### src/rtl/min_scan_unit.sv
// min_scan_unit: scans COUNT signed samples and reports the smallest one and the
// index where it first appeared. A scan runs IDLE -> INIT -> SCAN -> DONE. Every
// output is taken straight from a flop, so downstream logic sees clean registered
// values.
module min_scan_unit #(
    parameter  int SIZE  = 8,
    parameter  int COUNT = 16,
    localparam int IW    = $clog2(COUNT)
) (
    input  logic                   clk,
    input  logic                   rst,
    input  logic                   start,
    input  logic                   in_valid,
    input  logic signed [SIZE-1:0] in_data,
    output logic                   in_ready,
    output logic                   busy,
    output logic                   done,
    output logic signed [SIZE-1:0] min_out,
    output logic        [IW-1:0]   min_idx
);

    typedef enum logic [1:0] {
        IDLE = 2'd0,
        INIT = 2'd1,
        SCAN = 2'd2,
        DONE = 2'd3
    } state_t;

    // The largest positive value seeds the running minimum, so the first sample
    // always replaces it unless that sample is also the largest positive value.
    localparam logic signed [SIZE-1:0] MAX_POS = {1'b0, {(SIZE-1){1'b1}}};
    localparam logic        [IW-1:0]   LAST    = IW'(COUNT - 1);

    state_t                 state_q, state_d;
    logic signed [SIZE-1:0] min_q, min_d;
    logic        [IW-1:0]   idx_q, idx_d;
    logic        [IW-1:0]   cnt_q, cnt_d;
    logic                   in_ready_q, in_ready_d;
    logic                   busy_q, busy_d;
    logic                   done_q, done_d;

    // Next-state and next-output logic. The status flags are computed one cycle
    // ahead so that they match the state the FSM is about to enter.
    always_comb begin
        state_d    = state_q;
        min_d      = min_q;
        idx_d      = idx_q;
        cnt_d      = cnt_q;
        in_ready_d = in_ready_q;
        busy_d     = busy_q;
        done_d     = 1'b0;

        case (state_q)
            IDLE: begin
                if (start) begin
                    state_d = INIT;
                    busy_d  = 1'b1;
                end
            end
            INIT: begin
                state_d    = SCAN;
                min_d      = MAX_POS;
                idx_d      = '0;
                cnt_d      = '0;
                in_ready_d = 1'b1;
                busy_d     = 1'b1;
            end
            SCAN: begin
                if (in_valid) begin
                    // A strict less-than keeps the earliest index when minima tie.
                    if (in_data < min_q) begin
                        min_d = in_data;
                        idx_d = cnt_q;
                    end
                    if (cnt_q == LAST) begin
                        state_d    = DONE;
                        in_ready_d = 1'b0;
                        busy_d     = 1'b0;
                        done_d     = 1'b1;
                    end else begin
                        cnt_d = cnt_q + IW'(1);
                    end
                end
            end
            DONE: begin
                state_d = IDLE;
            end
            default: begin
                state_d    = IDLE;
                in_ready_d = 1'b0;
                busy_d     = 1'b0;
            end
        endcase
    end

    // State register. Reset clears everything at once and abandons any scan in progress.
    always_ff @(posedge clk or negedge rst) begin
        if (!rst) begin
            state_q    <= IDLE;
            min_q      <= '0;
            idx_q      <= '0;
            cnt_q      <= '0;
            in_ready_q <= 1'b0;
            busy_q     <= 1'b0;
            done_q     <= 1'b0;
        end else begin
            state_q    <= state_d;
            min_q      <= min_d;
            idx_q      <= idx_d;
            cnt_q      <= cnt_d;
            in_ready_q <= in_ready_d;
            busy_q     <= busy_d;
            done_q     <= done_d;
        end
    end

    assign in_ready = in_ready_q;
    assign busy     = busy_q;
    assign done     = done_q;
    assign min_out  = min_q;
    assign min_idx  = idx_q;

endmodule

### config.mk
export PLATFORM = sky130hd
export DESIGN_NAME = min_scan_unit
export DESIGN_NICKNAME = d
export VERILOG_FILES = /design/src/rtl/min_scan_unit.sv
export SDC_FILE = /design/constraint.sdc
export NUM_CORES = 1
export LEC_CHECK = 0
export ABC_CLOCK_PERIOD_IN_PS = 1800
export BUFFER_PORTS_ARGS = -buffer_cell sky130_fd_sc_hd__buf_2
export CORE_MARGIN = 2
export CORE_UTILIZATION = 30
export CTS_CLUSTER_DIAMETER = 30
export DETAILED_ROUTE_END_ITERATION = 6
export SYNTH_ARGS = -nofsm -noshare
export SYNTH_HDL_FRONTEND = slang
export SYNTH_SLANG_ARGS = --single-unit
export TNS_END_PERCENT = 10
### constraint.sdc
create_clock -name clk -period 1.8 [get_ports clk]
set_input_delay 0.36 -clock clk [delete_from_list [all_inputs] [get_ports clk]]
set_output_delay 0.36 -clock clk [all_outputs]
set_load 0.1 [all_outputs]
# --- After elaboration in Yosys (flattened, before gate mapping) ---
# Cells that the tools add are included.
word_totals:
  wordCells: 47
  ff_bits: 21
  in_bits: 12
op_classes:
  add_sub_neg: 1
  reduce_logical: 8
  muxes: 21
  n_lt_le_gt_ge: 1
  eq_ne: 9
ops:
  columns: ["operator", "count"]
  rows:
  - ["4-bit 2-to-1 mux", 4]
  - ["8-bit 2-to-1 mux", 2]
  - ["4-bit one-hot mux with 2 select lines", 2]
  - ["8-bit one-hot mux with 2 select lines", 1]
  - ["3-bit AND reduction", 4]
  - ["2-bit != test (second input constant)", 5]
  - ["8-bit less-than comparator", 1]
  - ["2-bit one-hot mux with 4 select lines", 1]
  - ["1-bit 2-to-1 mux", 6]
  - ["2-bit 2-to-1 mux", 3]
  - ["4-bit by 1-bit adder with 4-bit output (second input constant)", 1]
  - ["2-bit equality test (second input constant)", 2]
  - ["4-bit equality test (second input constant)", 1]
  - ["4-bit AND reduction", 1]
  - ["1-bit one-hot mux with 3 select lines", 1]
  - ["3-bit nonzero test", 1]
  - ["2-bit by 1-bit equality test with 1-bit output (second input constant)", 1]
  - ["2-bit logical NOT", 1]
  - ["1-bit one-hot mux with 2 select lines", 1]
  - ["2-bit nonzero test", 1]

# --- Longest topological paths before layout ---
depth:
  word_depth: 4
  depth_mapped: 7
  ltp_nobuf: 6

# --- Worst setup path before layout ---
# OpenSTA, ideal clock, no wires.
synth_timing:
  path_type: "reg2reg"
  from: "reg min_q[7], in the netlist min_out[7]"
  to: "reg idx_q[3], in the netlist min_idx[3]"
  path_stages_with_launch: 8
  path_buffers: 1
  synth_period_minus_slack_ps: 2454
  arrival_ps: 2367
  setup_slack_ps: -654
  required_time_ps: 1713
  path_cell_list: "dfrtp_1 inv_1 ha_1 and2_1 a211o_1 buf_6 a311o_1 o211ai_1"
synth_between:
  elab_chain_cells: 3
synth_lines:
  columns: ["element", "line_no", "text"]
  rows:
  - ["start: declaration", "35", "logic signed [SIZE-1:0] min_q, min_d;"]
  - ["start signal: assignment", "108", "min_q <= min_d;"]
  - ["8-bit less-than comparator", "71", "if (in_data < min_q) begin"]
  - ["2-bit != test (no source line)", null, null]
  - ["3-bit AND reduction (no source line)", null, null]
  - ["end signal: assignment", "109", "idx_q <= idx_d;"]
  - ["end: declaration", "36", "logic [IW-1:0] idx_q, idx_d;"]
# Every way passes these cells.
# A chain may end at the register's enable or synchronous reset.

# --- Final worst setup path ---
layout_timing:
  from: "reg min_q[6], in the netlist min_out[6]"
  to: "reg idx_q[0], in the netlist min_idx[0]"
# The elaborated chain is that of the path after synthesis.

==> impl_metrics.env <==
export IMPL_io_buffer_count=26
export IMPL_cp_required_ns=1.98
export IMPL_critPathSlowestCell="dfrtp_4"
export IMPL_hold_class="in -> async"
export IMPL_synth_most_common_cell="dfrtp_1"
export IMPL_multiInputGateArea_um2=885
export IMPL_final_seq_area_um2=552
export IMPL_avgSynthCellArea_um2=9.20
export IMPL_die_w_um=73.0
export IMPL_clkSinkCount=21
export IMPL_critPathKind="reg -> reg"
export IMPL_dpl_hpwl_mm=2.51
export IMPL_max_stage_delay_ns=0.48
export IMPL_grt_pass1_vias=1324
export IMPL_synth_xor_area_share_pct=0.614
export IMPL_fmax_ghz=0.540
export IMPL_tightest_slew_ns=0.508
export IMPL_synth_area_um2=1430
export IMPL_layout_setup_ws_ns=-0.0531
export IMPL_cts_max_level=1
export IMPL_critPathArrivalTime_ns=2.03
export IMPL_path_clk_slew_ns=0.08
export IMPL_hold_violations=0
export IMPL_dr_pass1_iters=4
export IMPL_fill_cells=482
export IMPL_grt_total_usage_pct=13.9
export IMPL_syn_nets=179
export IMPL_postSynthRegisterBits=21
export IMPL_via_count=1274
export IMPL_synth_top_family_by_area="compound AO/OA/AOI/OAI gates"
export IMPL_power_uw=3320
export IMPL_design_area_um2=1920
export IMPL_antenna_found_initial=0
export IMPL_numCtsBuffers=3
export IMPL_setup_viol=8
export IMPL_cts_setup_buffers=0
export IMPL_drt_iter0_drc=26
export IMPL_yosysUniqueCellTypes=40
export IMPL_crit_chain="inv_2 > ha_4 > and2_4 > a211o_1 > buf_6 > a311o_1 > o211ai_1"
export IMPL_cp_start_kind="flip-flop"
export IMPL_yosysTopAreaCell="dfrtp_1"
export IMPL_min_period_over_period_pct=103
export IMPL_cts_tree="done"
export IMPL_maxSlewHeadroom_pct=66.1
export IMPL_drive_gt1_share_pct=40.2
export IMPL_rsz0062_at_grt="true"
export IMPL_gp_congestion=0.701
export IMPL_finalClockSkew_ns=0.00355
export IMPL_p_leak_uw=0.000864
export IMPL_ys_flop_type="dfrtp_1"
export IMPL_outcome="finished, violations left"
export IMPL_ios=27
export IMPL_synth_compound_area_share_pct=22.4
export IMPL_muxShareOfSynthArea_pct=2.89
export IMPL_cts_root_buf="clkbuf_8"
export IMPL_grt_pass1_wl_mm=5.75
export IMPL_grt_overflow=0
export IMPL_syn_inst=155
export IMPL_die_y_um=73.0
export IMPL_drc_errors=0
export IMPL_p_per_area_nw_per_um2=1730
export IMPL_maxCapViolCount=0
export IMPL_final_util_pct=41.2
export IMPL_fp_row_count=25
export IMPL_cp_end_kind="flip-flop"
export IMPL_cp_max_fo=6
export IMPL_ctsLongestPathBuffers=2
export IMPL_area_delta_synth_final_pct=34.5
export IMPL_synth_edf_count=0
export IMPL_ys_seq_area_share_pct=36.8
export IMPL_synth_area_leaders="dfrtp_1, ha_1, a311oi_1"
export IMPL_netlist_area_leader_share_pct=36.8
export IMPL_ant_nets=0
export IMPL_wl_mm=3.38
export IMPL_ir_worst_vdd_uv=712
export IMPL_synth_simple_area_share_pct=18.8
export IMPL_post_route_min_period_ns=1.85
export IMPL_nNetsFinal=224
export IMPL_die_area_um2=5320
export IMPL_failed_checks="negative setup slack"
export IMPL_core_area_um2=4660
export IMPL_clk_latency_ns=0.26
export IMPL_via_per_inst=5.04
export IMPL_yosysWarnings=0
export IMPL_synthAdderAreaFrac_pct=10.5
export IMPL_synthTopCellsByCount="dfrtp_1, nand2_1, inv_1"
export IMPL_drv_slew=0
export IMPL_antennaDiodeCount=0
export IMPL_synthArstFlopShare_pct=100
export IMPL_hold_buffers=0
export IMPL_wire_per_inst_um=13.4
export IMPL_dpl_instance_area_um2=1810
export IMPL_start_util_pct=30.6
export IMPL_grt_max_degree=22
cell usage in the layout (no fill, tap or decap), types with 3 or more instances in the layout:
| cell type | n |
|---|---|
| a21oi_1 | 4 |
| ha_4 | 3 |
| mux2i_1 | 3 |
| ha_1 | 9 |
| a311oi_1 | 5 |
| o211ai_1 | 4 |
| buf_4 | 22 |
| dfrtp_1 | 14 |
| a311o_1 | 5 |
| a311oi_2 | 5 |
| nor2_1 | 14 |
| dfrtp_4 | 7 |
| clkbuf_8 | 3 |
| nand2_1 | 19 |
| inv_1 | 13 |
| nand4_1 | 3 |
| buf_2 | 26 |
| nand2b_1 | 6 |
per-stage QoR:
stage	hold slack, ns	cells	setup TNS, ns	worst slack [ns]
after floorplan	0.0644	155	-1.61	-0.162
after global placement	0.358	249	-0.552	-0.0850
after detailed placement	0.361	249	-0.728	-0.0905
after CTS	0.0703	253	-0.370	-0.0572
after global routing	0.0872	253	-1.25	-0.147
final	0.0575	253	-0.215	-0.0531
flip-flops by register name, summed over array words and instances, names as in the netlist:
signal	cells
min_out	8
busy	1
cnt_q	4
state_q	2
in_ready	1
min_idx	4
done	1
worst max-delay path: cells and delay by family (launching register included):
kind            cells  cell delay (ns)
compound gates      3             0.71
flops               1             0.48
buf+inv             2             0.23
fa+ha+maj           1             0.19
simple gates        1             0.16
what timing repair did:
action	CTS	global route
endpoints found under the setup margin	12	12
resized for setup	7	3
pin swaps	3	1
endpoints found under the hold margin	0	0
final timing paths:
kind | from | end | slack [ns] | cells after the start
hold / removal | rst | min_out[5]$_DFFE_PN0P_ | 0.06 | 1
hold reg to reg | in_ready$_DFFE_PN0P_ | in_ready$_DFFE_PN0P_ | 0.51 | 2
max in group asynchronous | rst | min_out[7]$_DFFE_PN0P_ | 1.35 | 1
setup / recovery | min_out[6]$_DFFE_PN0P_ | min_idx[0]$_DFFE_PN0P_ | -0.05 | 7
min in group clk | in_data[1] | min_out[1]$_DFFE_PN0P_ | 0.35 | 3
setup reg to reg | min_out[6]$_DFFE_PN0P_ | min_idx[0]$_DFFE_PN0P_ | -0.05 | 7
area by class of cell:
cell class	count	area share, %
Inverter	16	3.26
Clock buffer	4	2.35
Tap cell	54	3.52
Multi-Input combinational cell	109	46.1
Sequential cell	21	28.8
Timing Repair Buffer	49	16.0
report_power, final:
part           switching [uW]  total (uW)  leakage, uW  internal, uW
clock                     161         319    0.0000228           158
combinational            1490        2270     0.000595           777
sequential               90.3         730     0.000246           640
total                    1740        3320     0.000864          1570
kinds of logic after synthesis:
family	Yosys count
XOR/XNOR	1
flip-flops	21
buffers and inverters	25
AO/OA/AOI/OAI	39
adder cells (fa/ha/maj)	12
multiplexers	4
AND/OR/NAND/NOR	53
per-layer routing:
| metal | vias up | GRT usage, % | share of wire, % |
|---|---|---|---|
| li1 | 655 | - | - |
| met1 | 595 | 18.2 | 49 |
| met2 | 22 | 23.2 | 47 |
| met3 | 2 | 2.35 | 3.1 |
| met4 | 0 | 4.32 | 0.71 |
| met5 | - | 0 | 0 |
No activity file was read; power rests on OpenSTA's default activity.
